## src/rtl/reg_bank_sequencer_pkg.sv

```systemverilog
// Shared definitions for the register-bank sequencer: opcode constants and FSM states.
// Ports: none (package only).
// Imported by the sequencer top with import reg_seq_pkg::*.
package reg_seq_pkg;

  localparam logic [1:0] OP_LDI = 2'b00;
  localparam logic [1:0] OP_MOV = 2'b01;
  localparam logic [1:0] OP_ALU = 2'b10;
  localparam logic [1:0] OP_OUT = 2'b11;

  typedef enum logic [2:0] {
    S_IDLE = 3'd0,
    S_RD   = 3'd1,
    S_EX   = 3'd2,
    S_WR   = 3'd3,
    S_RSP  = 3'd4
  } state_e;

endpackage

```

## src/rtl/reg_bank_sequencer_if.sv

```systemverilog
// Bundle of command/response handshake, register_bank and ALU signals of the sequencer.
// Ports: cmd_* / rsp_* requester side, rb_* register_bank side, alu_* external ALU side.
// slave = the sequencer itself; master = the environment (decoder, bank, ALU).
interface reg_bank_sequencer_if #(
  parameter int DATA_W = 8,
  parameter int SEL_W  = 3
);
  logic              cmd_valid;
  logic              cmd_ready;
  logic [1:0]        cmd_op;
  logic [SEL_W-1:0]  cmd_rx;
  logic [SEL_W-1:0]  cmd_ry;
  logic [DATA_W-1:0] cmd_imm;
  logic              rsp_valid;
  logic [DATA_W-1:0] rsp_data;
  logic              rb_read_en;
  logic              rb_write_en;
  logic [SEL_W-1:0]  rb_rx_sel;
  logic [SEL_W-1:0]  rb_ry_sel;
  logic [DATA_W-1:0] rb_wr_data;
  logic [DATA_W-1:0] rb_bus_data;
  logic [DATA_W-1:0] rb_rx_data;
  logic [DATA_W-1:0] rb_ry_data;
  logic [DATA_W-1:0] alu_a;
  logic [DATA_W-1:0] alu_b;
  logic [DATA_W-1:0] alu_result;

  modport slave (
    input  cmd_valid, cmd_op, cmd_rx, cmd_ry, cmd_imm,
    input  rb_bus_data, rb_rx_data, rb_ry_data, alu_result,
    output cmd_ready, rsp_valid, rsp_data,
    output rb_read_en, rb_write_en, rb_rx_sel, rb_ry_sel, rb_wr_data,
    output alu_a, alu_b
  );

  modport master (
    output cmd_valid, cmd_op, cmd_rx, cmd_ry, cmd_imm,
    output rb_bus_data, rb_rx_data, rb_ry_data, alu_result,
    input  cmd_ready, rsp_valid, rsp_data,
    input  rb_read_en, rb_write_en, rb_rx_sel, rb_ry_sel, rb_wr_data,
    input  alu_a, alu_b
  );

endinterface

```

## src/rtl/reg_bank_sequencer.sv

```systemverilog
// Sequences one register-file command at a time (LDI/MOV/ALU/OUT) onto register_bank.
// Ports: clk, rst_n (sync, active-low), bus = reg_bank_sequencer_if.slave.
// Latency accept->rsp_valid: LDI/OUT 2, MOV/ALU 3; cmd_ready low while busy.
module reg_bank_sequencer
  import reg_seq_pkg::*;
#(
  parameter int DATA_W = 8,
  parameter int SEL_W  = 3
) (
  input  logic                 clk,
  input  logic                 rst_n,
  reg_bank_sequencer_if.slave  bus
);

  state_e            state_q, state_d;
  logic [1:0]        op_q, op_d;
  logic [SEL_W-1:0]  rx_q, rx_d;
  logic [SEL_W-1:0]  ry_q, ry_d;
  logic [DATA_W-1:0] data_q, data_d;

  always_comb begin
    state_d = state_q;
    op_d    = op_q;
    rx_d    = rx_q;
    ry_d    = ry_q;
    data_d  = data_q;
    case (state_q)
      S_IDLE: begin
        if (bus.cmd_valid) begin
          op_d = bus.cmd_op;
          rx_d = bus.cmd_rx;
          ry_d = bus.cmd_ry;
          case (bus.cmd_op)
            OP_LDI: begin
              data_d  = bus.cmd_imm;
              state_d = S_WR;
            end
            OP_ALU:  state_d = S_EX;
            default: state_d = S_RD;  // MOV and OUT both read Ry first
          endcase
        end
      end
      S_RD: begin
        data_d  = bus.rb_bus_data;
        state_d = (op_q == OP_MOV) ? S_WR : S_RSP;
      end
      S_EX: begin
        data_d  = bus.alu_result;
        state_d = S_WR;
      end
      S_WR:    state_d = S_RSP;
      S_RSP:   state_d = S_IDLE;
      default: state_d = S_IDLE;
    endcase
  end

  always_ff @(posedge clk) begin
    if (!rst_n) begin
      state_q <= S_IDLE;
      op_q    <= OP_LDI;
      rx_q    <= '0;
      ry_q    <= '0;
      data_q  <= '0;
    end else begin
      state_q <= state_d;
      op_q    <= op_d;
      rx_q    <= rx_d;
      ry_q    <= ry_d;
      data_q  <= data_d;
    end
  end

  // Every output is a register or a pure decode of state_q, so the
  // requester never sees a combinational path from cmd_* to outputs.
  assign bus.cmd_ready   = (state_q == S_IDLE);
  assign bus.rb_read_en  = (state_q == S_RD);
  assign bus.rb_write_en = (state_q == S_WR);
  assign bus.rsp_valid   = (state_q == S_RSP);
  assign bus.rsp_data    = data_q;
  assign bus.rb_wr_data  = data_q;
  assign bus.rb_rx_sel   = rx_q;
  assign bus.rb_ry_sel   = ry_q;
  // Operands are only presented while the ALU result is being captured.
  assign bus.alu_a       = (state_q == S_EX) ? bus.rb_rx_data : '0;
  assign bus.alu_b       = (state_q == S_EX) ? bus.rb_ry_data : '0;

endmodule

```

## src/flat_wrapper.sv

```systemverilog
// flat-port wrapper written by rule: the top's interface ports become plain ports
module reg_bank_sequencer_flat import reg_seq_pkg::*;
#(
  parameter int DATA_W = 8,
  parameter int SEL_W  = 3
)
  (clk, rst_n, bus_cmd_valid, bus_cmd_op, bus_cmd_rx, bus_cmd_ry, bus_cmd_imm, bus_rb_bus_data, bus_rb_rx_data, bus_rb_ry_data, bus_alu_result, bus_cmd_ready, bus_rsp_valid, bus_rsp_data, bus_rb_read_en, bus_rb_write_en, bus_rb_rx_sel, bus_rb_ry_sel, bus_rb_wr_data, bus_alu_a, bus_alu_b);
  reg_bank_sequencer_if #(.DATA_W(DATA_W), .SEL_W(SEL_W)) bus_i ();
  input  logic clk;
  input  logic rst_n;
  input wire logic [$bits(bus_i.cmd_valid)-1:0] bus_cmd_valid;
  input wire logic [$bits(bus_i.cmd_op)-1:0] bus_cmd_op;
  input wire logic [$bits(bus_i.cmd_rx)-1:0] bus_cmd_rx;
  input wire logic [$bits(bus_i.cmd_ry)-1:0] bus_cmd_ry;
  input wire logic [$bits(bus_i.cmd_imm)-1:0] bus_cmd_imm;
  input wire logic [$bits(bus_i.rb_bus_data)-1:0] bus_rb_bus_data;
  input wire logic [$bits(bus_i.rb_rx_data)-1:0] bus_rb_rx_data;
  input wire logic [$bits(bus_i.rb_ry_data)-1:0] bus_rb_ry_data;
  input wire logic [$bits(bus_i.alu_result)-1:0] bus_alu_result;
  output wire logic [$bits(bus_i.cmd_ready)-1:0] bus_cmd_ready;
  output wire logic [$bits(bus_i.rsp_valid)-1:0] bus_rsp_valid;
  output wire logic [$bits(bus_i.rsp_data)-1:0] bus_rsp_data;
  output wire logic [$bits(bus_i.rb_read_en)-1:0] bus_rb_read_en;
  output wire logic [$bits(bus_i.rb_write_en)-1:0] bus_rb_write_en;
  output wire logic [$bits(bus_i.rb_rx_sel)-1:0] bus_rb_rx_sel;
  output wire logic [$bits(bus_i.rb_ry_sel)-1:0] bus_rb_ry_sel;
  output wire logic [$bits(bus_i.rb_wr_data)-1:0] bus_rb_wr_data;
  output wire logic [$bits(bus_i.alu_a)-1:0] bus_alu_a;
  output wire logic [$bits(bus_i.alu_b)-1:0] bus_alu_b;
  assign bus_i.cmd_valid = bus_cmd_valid;
  assign bus_i.cmd_op = bus_cmd_op;
  assign bus_i.cmd_rx = bus_cmd_rx;
  assign bus_i.cmd_ry = bus_cmd_ry;
  assign bus_i.cmd_imm = bus_cmd_imm;
  assign bus_i.rb_bus_data = bus_rb_bus_data;
  assign bus_i.rb_rx_data = bus_rb_rx_data;
  assign bus_i.rb_ry_data = bus_rb_ry_data;
  assign bus_i.alu_result = bus_alu_result;
  assign bus_cmd_ready = bus_i.cmd_ready;
  assign bus_rsp_valid = bus_i.rsp_valid;
  assign bus_rsp_data = bus_i.rsp_data;
  assign bus_rb_read_en = bus_i.rb_read_en;
  assign bus_rb_write_en = bus_i.rb_write_en;
  assign bus_rb_rx_sel = bus_i.rb_rx_sel;
  assign bus_rb_ry_sel = bus_i.rb_ry_sel;
  assign bus_rb_wr_data = bus_i.rb_wr_data;
  assign bus_alu_a = bus_i.alu_a;
  assign bus_alu_b = bus_i.alu_b;
  reg_bank_sequencer #(.DATA_W(DATA_W), .SEL_W(SEL_W)) u_core (.clk(clk), .rst_n(rst_n), .bus(bus_i));
endmodule
```

## config.mk

```make
export PLATFORM = sky130hd
export DESIGN_NAME = reg_bank_sequencer_flat
export DESIGN_NICKNAME = d
export VERILOG_FILES = /design/src/rtl/reg_bank_sequencer_pkg.sv /design/src/rtl/reg_bank_sequencer_if.sv /design/src/rtl/reg_bank_sequencer.sv /design/src/flat_wrapper.sv
export SDC_FILE = /design/constraint.sdc
export NUM_CORES = 1
export LEC_CHECK = 0
export CAP_MARGIN = 20
export CORE_MARGIN = 1.5
export CORE_UTILIZATION = 23
export DETAILED_ROUTE_END_ITERATION = 8
export PLACE_DENSITY = 0.58
export SETUP_SLACK_MARGIN = 0.02
export SLEW_MARGIN = 20
export SYNTH_ARGS = -nofsm -noshare
export SYNTH_HDL_FRONTEND = slang
export SYNTH_SLANG_ARGS = --single-unit
```

## constraint.sdc

```tcl
create_clock -name clk -period 4.46 [get_ports clk]
set_input_delay 0.892 -clock clk [delete_from_list [all_inputs] [get_ports clk]]
set_output_delay 0.892 -clock clk [all_outputs]
set_load 0.05 [all_outputs]
```

### Yosys cells after proc, flatten, opt, wreduce, memory -nomap -nowiden

Cells that the tools add are included.

| storage, ports and cells | value |
|---|---|
| register bits after elaboration | 19 |
| input port bits | 51 |
| word-level logic and storage cells | 27 |
| output and inout bits | 42 |

| operators by class | value |
|---|---|
| reductions and logical operators | 5 |
| equality and inequality tests | 8 |
| mux-type cells | 9 |

Operators with widths:

| operator | number |
|---|---|
| 8-bit 2-to-1 mux | 4 |
| 8-bit one-hot mux with 3 select lines | 1 |
| 3-bit one-hot mux with 4 select lines | 1 |
| 3-bit by 2-bit == test with 1-bit output (second input constant) | 2 |
| 3-bit 2-to-1 mux | 2 |
| 2-bit one-hot mux with 2 select lines | 1 |
| 3-bit by 1-bit == test with 1-bit output (second input constant) | 1 |
| 3-bit == test (second input constant) | 1 |
| 3-bit zero test | 1 |
| 3-bit AND reduction | 1 |
| 3-bit nonzero test | 1 |
| 2-bit by 1-bit == test with 1-bit output (second input constant) | 1 |
| 2-bit == test (second input constant) | 1 |
| 2-bit zero test | 1 |
| 2-bit by 1-bit inequality test with 1-bit output (second input constant) | 1 |
| 2-bit inequality test (second input constant) | 1 |
| 2-bit AND reduction | 1 |

### Depth between registers and ports, before layout

Gate-level depths: netlist (run 1).

| depth | value |
|---|---|
| depth in word-level cells | 4 |
| depth in mapped cells | 5 |

### Least setup slack after synthesis (run 1)

OpenSTA, ideal clock, no wires.

| path | value |
|---|---|
| kind | reg2out |
| from | register u_core.state_q[0] |
| to | output bus_rb_read_en |
| arrival | 1954 ps |
| cell stages (with the launch flop) | 4 |
| required time | 3568 ps |
| slack | 1614 ps |
| path through | dfxtp_1 -> buf_2 -> buf_1 -> nor3b_1 |

| on the way | value |
|---|---|
| cells in the longest elaborated chain, start to end | 1 |

Ends and longest elaborated chain:

| what | line | RTL |
|---|---|---|
| start: declaration | reg_bank_sequencer.sv:15 | `state_e state_q, state_d;` |
| start signal: assignment | reg_bank_sequencer.sv:65 | `state_q <= state_d;` |
| 3-bit by 1-bit == test with 1-bit output | reg_bank_sequencer.sv:76 | `assign bus.rb_read_en = (state_q == S_RD);` |
| end: declaration | flat_wrapper.sv:23 | `output wire logic [$bits(bus_i.rb_read_en)-1:0] bus_rb_read_en;` |

No other way between the ends.

### Final worst setup path (run 1)

| path | value |
|---|---|
| from | register u_core.state_q[1] |
| to | output bus_alu_b[4] |

| on the way | value |
|---|---|
| cells in the longest elaborated chain, start to end | 2 |

Ends and longest elaborated chain:

| what | line | RTL |
|---|---|---|
| 3-bit by 2-bit == test with 1-bit output | reg_bank_sequencer.sv:85 | `assign bus.alu_b = (state_q == S_EX) ? bus.rb_ry_data : '0;` |
| 8-bit 2-to-1 mux | reg_bank_sequencer.sv:85 |  |
| end: declaration | flat_wrapper.sv:29 | `output wire logic [$bits(bus_i.alu_b)-1:0] bus_alu_b;` |

No other way between the ends.

==> flow_summary.ini, run 1 <==
[yosys]
synth-edff-count = 0
synth_area_sq_mm = 0.00130
synth.top_cell.area_share_pct = 29.3
ys_async_sr_fraction_pct = 0
synth.most_common_cell = sky130_fd_sc_hd__dfxtp_1
synth.yosys.seq_area_share_pct = 29.3
yosys_register_bits = 19
dominantRegCellSynth = sky130_fd_sc_hd__dfxtp_1
main_area_contributors_after_synthesis = sky130_fd_sc_hd__dfxtp_1 29%, sky130_fd_sc_hd__mux2i_1 12%, sky130_fd_sc_hd__and2_1 8.2%
yosys_warnings = 0
area_leader_netlist = sky130_fd_sc_hd__dfxtp_1
yosys.cell_types.count = 30
mappedNetlistNets = 199
synth_area_per_cell_sq_um = 8.78
synthTopCellsByCount = 19 x sky130_fd_sc_hd__dfxtp_1, 17 x sky130_fd_sc_hd__and2_1, 16 x sky130_fd_sc_hd__mux2i_1, 16 x sky130_fd_sc_hd__nand2_1, 10 x sky130_fd_sc_hd__a21oi_1
synth_cells = 148

[floorplan]
core_region_area_sq_mm = 0.00547
row_count = 27
chipWidth_um = 78.1
floorplan.initialDensity_pct = 23.7
dieHeight_um = 78.1
io_pins = 93
design.die.area_sq_mm = 0.00611

[clocking]
cts_inserted_buffers = 3
insertion_delay_ns = 0.25
cts_resized = 0
postCtsSetupBuffers = 0
ctsHtreeMaxLevel = 1
cts_hold_repair.buffers = 0
worst_setup_hold_path_clk_slew_ns = 0.07
clock_sink_count = 19
cts_tree = yes
cts-root-to-sink-buffers = 2
ctsRootBufferMaster = sky130_fd_sc_hd__clkbuf_8

[setup_path]
critical_path_arrival_ns = 2.27
worst_setup_path_end_kind = output port
cp_max_fo = 25
critPathMaxStageDelay_ns = 0.81
critical_path_class = reg -> out
worst_ep_required_time_ns = 3.57
cp_slowest_cell = sky130_fd_sc_hd__clkdlybuf4s50_1
critical-path-top-cell-by-count = sky130_fd_sc_hd__buf_4
cp.depth = 5
timing.critical_path.cells = buf_4 -> nor3b_1 -> buf_4 -> and2_1 -> clkdlybuf4s50_1
worstReg2RegStart = u_core.state_q[0]
critical_path.endpoint = bus_alu_b[4]
timing.reg2reg.setup_slack_ns = 2.76
timing.critical_path.from = u_core.state_q[1]
cp_top_family = buffers and inverters
r2r-end = u_core.bus.rb_wr_data[7]
ff2ff_path_depth = 4
cp.buffers_inverters = 3
cp-start-kind = flop

[sta]
finalCritPeriodShare_pct = 71.0
tightestPinTransition_ns = 0.704
setup_viol = 0
maxSlewHeadroom_pct = 53.0
layout_min_cycle_time_ns = 3.16
largest_clock_skew_in_the_final_design_ns = 0.000698
grt_setup_unrepaired = false
setup-tns-final_ns = 0
final-max-slew-violation-count = 0
timing.final.hold_violations = 0
fmax_mhz = 316

[global_routing]
grt_antenna_before_repair = 0
first_global_vias = 1311
grt_use_met3_pct = 2.79
grt_start_max_net_pins = 26
global_router_s_overall_resource_usage_pct = 12.4
overflow = 0
global_route.usage.met1_pct = 16.3
grt_first_pass_wirelength_um = 6130
grt-busiest-layer = met2
groute.layer.met2.usage_pct = 19.3

[outcome]
status = finished clean

[hold_path]
min_path_type = reg -> reg

[cells_and_area]
design.final.nets = 278
post_route_cells_drive_above_1_share_pct = 11.1
layout_stage_area_growth_over_the_synthesis_result_pct = 73.6
number_of_filler_instances_in_the_final_layout = 565
antenna-diode-count = 0
share_of_the_core_filled_with_cells_pct = 41.2

[drt]
post_drt_via_cell_ratio = 4.57
vias = 1361
ant_nets = 0
post_drt_wl_per_cell_um = 12.4
first_iter_violations = 89
detail_route.drc_violations = 0
firstDrtPassIters = 4
route.final.wire_length_um = 3710

[pwr]
power.switching_fraction_pct = 45.9
vdd_ir_drop_max_uv = 118
seq_power_share_pct = 26.7
static-leakage-power_nw = 0.828
combPwrFrac_pct = 59.3
pwr-share-clk_pct = 14.0
p_switching_uw = 390
intPower_uw = 461
power.density_cell_area_mw_per_mm2 = 377

[place]
dp_hpwl_um = 2880
gp_congestion = 0.694
numPortBuffers = 92

[flow_run]
max-cap-violations = 0
[flip-flops by register name (all words and copies together) (netlist names)]
name                   count
u_core.bus.rb_wr_data      8
u_core.bus.rb_rx_sel       3
u_core.bus.rb_ry_sel       3
u_core.state_q             3
u_core.op_q                2
[final cells by class]
| type | count | area (sq um) | area share [%] |
|---|---|---|---|
| timing repair buffer | 95 | 943 | 41.8 |
| multi-input combinational | 106 | 788 | 35.0 |
| sequential | 19 | 380 | 16.9 |
| tap | 72 | 90.1 | 4.00 |
| clock buffer | 4 | 45.0 | 2.00 |
| inverter | 2 | 7.51 | 0.333 |
[layout by cell type, fill, tap and decap left out, types with 2 or more instances in the layout]
master | synthesis | final
sky130_fd_sc_hd__mux2_2 | 8 | 8
sky130_fd_sc_hd__clkbuf_8 | 0 | 3
sky130_fd_sc_hd__o211ai_2 | 8 | 8
sky130_fd_sc_hd__nor3b_1 | 2 | 2
sky130_fd_sc_hd__clkdlybuf4s50_1 | 0 | 92
sky130_fd_sc_hd__mux2i_1 | 16 | 16
sky130_fd_sc_hd__nand2_1 | 16 | 16
sky130_fd_sc_hd__and2_1 | 17 | 17
sky130_fd_sc_hd__a21oi_1 | 10 | 10
sky130_fd_sc_hd__dfxtp_1 | 19 | 19
sky130_fd_sc_hd__nand4_1 | 8 | 8
sky130_fd_sc_hd__buf_4 | 8 | 3
sky130_fd_sc_hd__nand3_1 | 8 | 8
[power by group through the flow]
stage | logic, mW | registers, mW | clock network [mW]
CTS | 0.509 | 0.228 | 0.124
finish | 0.504 | 0.228 | 0.119
global placement | 0.507 | 0.231 | 0
global route | 0.533 | 0.233 | 0.130
detailed placement | 0.507 | 0.232 | 0
floorplan | 0.289 | 0.291 | 0
[worst min-delay path by stage]
stage              startpoint              to  slack, ns  depth (start not counted)
6_report       u_core.op_q[0]  u_core.op_q[0]       0.45                          2
4_1_cts        u_core.op_q[0]  u_core.op_q[0]       0.45                          2
2_1_floorplan  u_core.op_q[1]  u_core.op_q[1]       0.43                          2
3_5_place_dp   u_core.op_q[0]  u_core.op_q[0]       0.44                          2
3_3_place_gp   u_core.op_q[0]  u_core.op_q[0]       0.44                          2
5_1_grt        u_core.op_q[0]  u_core.op_q[0]       0.47                          2
[worst register-to-register path: stages, from the launching register on]
cell and delay, ns:
sky130_fd_sc_hd__dfxtp_1 0.73, sky130_fd_sc_hd__nor2_1 0.11, sky130_fd_sc_hd__buf_4 0.20, sky130_fd_sc_hd__a211o_4 0.41, sky130_fd_sc_hd__o211ai_2 0.18
[logic make-up (layout without fill, tap and decap cells)]
group                  count (synthesis)  in the layout  synth area share [%]
AO/OA/AOI/OAI                         22             22                  14.5
AND/OR/NAND/NOR                       60             60                  26.9
flip-flops                            19             19                  29.3
multiplexers                          24             24                  19.3
buffers and inverters                 23            101                  10.0
[metal layers]
metal / wire (um) / share of wire, %
met1: 1620 / 44
met2: 1740 / 47
met4: 53 / 1.4
met5: 0 / 0
met3: 292 / 7.9
[stage by stage]
step                instance area [sq um]  cells  setup slack [ns]  total power, mW  hold WS [ns]
global route                         2250    298              1.14            0.896         0.466
finish                               2250    298              1.30            0.851         0.453
CTS                                  2250    298              1.26            0.861         0.453
global placement                     2210    294              1.29            0.738         0.441
detailed placement                   2210    294              1.29            0.739         0.443
floorplan                            1300    148              1.61            0.580         0.432
No activity file was read; power rests on OpenSTA's default activity.
==> run 2: changes to the inputs <==
- clock period: 4.46 -> 3.25 ns (I/O delays scaled with it)
==> run 2 against run 1 <==
Global-route usage is 0.50 points lower. First-iteration DRC count is 40% lower. Routed wire length is 0.43% higher. Design area is 7.4% higher. Largest cell class unchanged. Highest routed layer unchanged.
==> flow_summary.ini, run 2 (synthesized netlist as in run 1, its figures left out) <==
[setup_path]
critical_path_arrival_ns = 2.01
critical-path-top-cell-by-count = sky130_fd_sc_hd__buf_4
critPathMaxStageDelay_ns = 0.58
critical_path_class = reg -> out
cp-start-kind = flop
worst_setup_path_end_kind = output port
timing.critical_path.cells = buf_4 -> nor3b_1 -> buf_4 -> and2_1 -> buf_12
cp_top_family = buffers and inverters
cp_slowest_cell = sky130_fd_sc_hd__dfxtp_1
worst_ep_required_time_ns = 2.60
cp_max_fo = 16
cp.buffers_inverters = 3

[sta]
final-max-slew-violation-count = 0
setup_viol = 0
tightestPinTransition_ns = 0.744
layout_min_cycle_time_ns = 2.66
maxSlewHeadroom_pct = 50.2
grt_setup_unrepaired = false
finalCritPeriodShare_pct = 81.8
final_critical_path_setup_slack_ns = 0.590
largest_clock_skew_in_the_final_design_ns = 0.0115
setup-tns-final_ns = 0
timing.final.hold_violations = 0
fmax_mhz = 376

[floorplan]
core_region_area_sq_mm = 0.00547
design.die.area_sq_mm = 0.00611
row_count = 27
io_pins = 93
chipWidth_um = 78.1
dieHeight_um = 78.1
floorplan.initialDensity_pct = 23.7

[place]
numPortBuffers = 92
place_inst = 295
pre_cts_ws_ns = 0.833
dp_hpwl_um = 3030
gp_congestion = 0.743

[clocking]
ctsHtreeMaxLevel = 1
clock_sink_count = 19
ctsRootBufferMaster = sky130_fd_sc_hd__clkbuf_8
cts-root-to-sink-buffers = 2
worst_setup_hold_path_clk_slew_ns = 0.08
cts_resized = 0
cts_inserted_buffers = 3
postCtsSetupBuffers = 0
insertion_delay_ns = 0.26
cts_hold_repair.buffers = 0
cts_tree = yes

[cells_and_area]
number_of_filler_instances_in_the_final_layout = 543
post_layout_nonfiller_instances = 299
layout_stage_area_growth_over_the_synthesis_result_pct = 86.4
regArea_sq_um = 380
layout.cells.most_common_list = 75 x sky130_fd_sc_hd__clkdlybuf4s50_1, 19 x sky130_fd_sc_hd__dfxtp_1, 17 x sky130_fd_sc_hd__and2_1
final_common_cell = sky130_fd_sc_hd__clkdlybuf4s50_1
largest_reg_flops = 8
design.final.nets = 279
area_of_combinational_cells_with_multiple_inputs_sq_um = 788
antenna-diode-count = 0
post_route_cells_drive_above_1_share_pct = 19.4

[drt]
detail_route.drc_violations = 0
post_drt_via_cell_ratio = 4.43
post_drt_wl_per_cell_um = 12.5
ant_nets = 0
firstDrtPassIters = 4
first_iter_violations = 53
route.final.wire_length_um = 3730
vias = 1326

[hold_path]
min_path_type = reg -> reg

[flow_run]
max-cap-violations = 0

[pwr]
static-leakage-power_nw = 0.915
vdd_ir_drop_max_uv = 202
power.density_cell_area_mw_per_mm2 = 501
post-layout-total-power_mw = 1.21

[global_routing]
overflow = 0
grt_antenna_before_repair = 0
grt_start_max_net_pins = 19
global_router_s_overall_resource_usage_pct = 11.9
grt_first_pass_wirelength_um = 5980
first_global_vias = 1299

[outcome]
status = finished clean
==> run 2: changes by cell type in the layout (fill, tap and decap cells not counted), sizes merged <==
cell           change
buf               +18
clkbuf             -1
clkdlybuf4s50     -17
clkinv             +1
==> run 2: path summary, 6_finish.rpt <==
kind	start	endpoint	slack, ns	depth (start not counted)
worst max-delay path	u_core.state_q[1]	bus_alu_b[5]	0.59	5
worst min-delay path	u_core.op_q[1]	u_core.op_q[1]	0.46	2
worst max register to register	u_core.state_q[1]	u_core.bus.rb_wr_data[4]	1.40	4
worst min register to register	u_core.op_q[1]	u_core.op_q[1]	0.46	2
==> run 2: where the power goes <==
group	switching (mW)	internal [mW]	total, mW
registers	0.0413	0.270	0.312
logic	0.428	0.310	0.737
clock network	0.0777	0.0851	0.163
==> run 2: layout make-up <==
cell class              count  area share, %
well taps                  72           3.72
repair buffers             96           45.8
multi-input cells         106           32.6
inverters                   2          0.310
clock inverters             1          0.207
flip-flops and latches     19           15.7
clock buffers               3           1.71
==> run 2: worst reg2reg max path, delay by kind of cell (launching register included) <==
family | cells | cell delay, ns
flip-flops | 1 | 0.44
AO/OA/AOI/OAI | 2 | 0.42
AND/OR/NAND/NOR | 1 | 0.60
buffers and inverters | 1 | 0.27
==> run 2: stage by stage <==
step                util, %  instance area [sq um]  hold WS, ns
finish                 44.2                   2420        0.457
global placement       43.4                   2370        0.440
global route           44.2                   2420        0.488
CTS                    44.2                   2420        0.457
detailed placement     43.4                   2370        0.447
floorplan                 -                   1300        0.432
==> run 2: layer usage <==
layer / up-vias / global-route usage, % / routed length (um)
met5: - / 0 / 0
met4: 0 / 3.75 / 34
met3: 2 / 2.56 / 290
met2: 57 / 19.7 / 1770
met1: 593 / 15.3 / 1640
li1: 674 / - / -
==> run 3: changes to the inputs <==
- clock period: 3.25 -> 2.5 ns (I/O delays scaled with it)
==> run 3 against run 2 <==
Routed wire length is 0.27% higher. Flip-flop and latch count stayed put. Sequential share of layout area is 0.12 points lower. Largest cell class unchanged. Worst setup slack worse by 0.34 ns. Largest power group unchanged. Total power is 31% higher. Register-to-register slack worse by 0.52 ns. Core utilization is 0.34 points higher. Sequential power is 28% higher. Design area is 0.78% higher. Die area stayed put. First-iteration DRC count is 17% higher.
==> flow_summary.ini, run 3 (synthesized netlist as in run 1, its figures left out) <==
[global_routing]
first_global_vias = 1374
global_router_s_overall_resource_usage_pct = 12.4
grt_antenna_before_repair = 0
grt_start_max_net_pins = 25
overflow = 0
grt_first_pass_wirelength_um = 6250

[sta]
largest_clock_skew_in_the_final_design_ns = 0.00246
grt_setup_unrepaired = false
finalCritPeriodShare_pct = 89.9
timing.final.hold_violations = 0
setup_viol = 0
layout_min_cycle_time_ns = 2.25
tightestPinTransition_ns = 0.809
maxSlewHeadroom_pct = 45.9
final-max-slew-violation-count = 0
worst_case_hold_slack_ns = 0.454
fmax_mhz = 445
setup-tns-final_ns = 0

[flow_run]
max-cap-violations = 0

[floorplan]
chipWidth_um = 78.1
row_count = 27
io_pins = 93
dieHeight_um = 78.1
floorplan.initialDensity_pct = 23.7
design.die.area_sq_mm = 0.00611
core_region_area_sq_mm = 0.00547

[cells_and_area]
regArea_sq_um = 380
area_of_combinational_cells_with_multiple_inputs_sq_um = 788
final_common_cell = sky130_fd_sc_hd__clkdlybuf4s50_1
number_of_filler_instances_in_the_final_layout = 560
design.final.nets = 281
post_route_cells_drive_above_1_share_pct = 21.0
layout_stage_area_growth_over_the_synthesis_result_pct = 87.9
layout.cells.most_common_list = 72 x sky130_fd_sc_hd__clkdlybuf4s50_1, 19 x sky130_fd_sc_hd__dfxtp_1, 17 x sky130_fd_sc_hd__and2_1, 17 x sky130_fd_sc_hd__buf_12
antenna-diode-count = 0
largest_reg_flops = 8

[setup_path]
worstReg2RegStart = u_core.state_q[0]
timing.critical_path.cells = nor2_1 -> and2_1 -> buf_4
worst_setup_path_end_kind = output port
critical_path_arrival_ns = 1.75
critical_path_class = reg -> out
cp_max_fo = 12
timing.critical_path.from = u_core.state_q[0]
cp-start-kind = flop
worst_ep_required_time_ns = 2.00
ff2ff_path_depth = 3
cp_slowest_cell = sky130_fd_sc_hd__nor2_1
timing.reg2reg.setup_slack_ns = 0.88
critPathMaxStageDelay_ns = 0.67
r2r-end = u_core.bus.rb_wr_data[3]
critical_path.endpoint = bus_rsp_valid

[clocking]
worst_setup_hold_path_clk_slew_ns = 0.07
clock_sink_count = 19
postCtsSetupBuffers = 0
cts_hold_repair.buffers = 0
cts-root-to-sink-buffers = 2
cts_tree = yes
insertion_delay_ns = 0.26
cts_inserted_buffers = 3
ctsRootBufferMaster = sky130_fd_sc_hd__clkbuf_8
ctsHtreeMaxLevel = 1
cts_resized = 0

[hold_path]
min_path_type = reg -> reg

[drt]
post_drt_wl_per_cell_um = 12.4
firstDrtPassIters = 4
post_drt_via_cell_ratio = 4.56
route.final.wire_length_um = 3740
detail_route.drc_violations = 0
ant_nets = 0
vias = 1373
first_iter_violations = 62

[pwr]
power.density_cell_area_mw_per_mm2 = 648
static-leakage-power_nw = 0.929
vdd_ir_drop_max_uv = 200
post-layout-total-power_mw = 1.58

[outcome]
status = finished clean

[place]
dp_hpwl_um = 2980
numPortBuffers = 92
gp_congestion = 0.706
[run 3: changes by cell type in the layout (fill, tap and decap cells not counted)]
cell / change
sky130_fd_sc_hd__clkbuf_1: +1
sky130_fd_sc_hd__clkdlybuf4s50_1: -3
sky130_fd_sc_hd__buf_12: +1
sky130_fd_sc_hd__clkinv_2: -1
sky130_fd_sc_hd__buf_4: +4
[run 3: final cells by class]
cell class / count / share of cell area [%]
timing repair buffer: 98 / 46.3
inverter: 2 / 0.308
tap: 72 / 3.69
multi-input combinational: 106 / 32.3
clock buffer: 4 / 1.85
sequential: 19 / 15.6
[run 3: worst min-delay path by stage]
stage,start,to,cells past startpoint
after floorplan,u_core.op_q[1],u_core.op_q[1],2
after global placement,u_core.op_q[0],u_core.op_q[0],2
after detailed placement,u_core.op_q[0],u_core.op_q[0],2
after CTS,u_core.op_q[0],u_core.op_q[0],2
after global routing,u_core.op_q[1],u_core.op_q[1],2
final,u_core.op_q[0],u_core.op_q[0],2
[run 3: power breakdown]
part	internal [mW]	total (mW)	switching (mW)	leakage, nW
logic	0.407	0.969	0.563	0.750
clock network	0.113	0.212	0.0988	0.0228
registers	0.352	0.400	0.0486	0.156
[run 3: critical path, delay by kind of cell, from the launching register on]
family | cells | cell delay, ns
buf+inv | 1 | 0.20
flops | 1 | 0.40
simple gates | 2 | 0.89
[run 3: metrics by stage]
| step | area, sq um | setup WS (ns) | utilization, % | cells |
|---|---|---|---|---|
| after detailed placement | 2390 | 0.394 | 43.8 | 297 |
| after global placement | 2390 | 0.406 | 43.8 | 297 |
| after global routing | 2440 | 0.0904 | 44.6 | 301 |
| after floorplan | 1300 | 0.0459 | - | 148 |
| after CTS | 2440 | 0.232 | 44.6 | 301 |
| final | 2440 | 0.252 | 44.6 | 301 |
[run 3: routing by layer]
layer	track usage [%]	wire length [um]	vias to the layer above
li1	-	-	679
met1	15.5	1610	631
met2	20.8	1750	58
met3	3.14	319	5
met4	4.29	56	0
met5	0	0	-
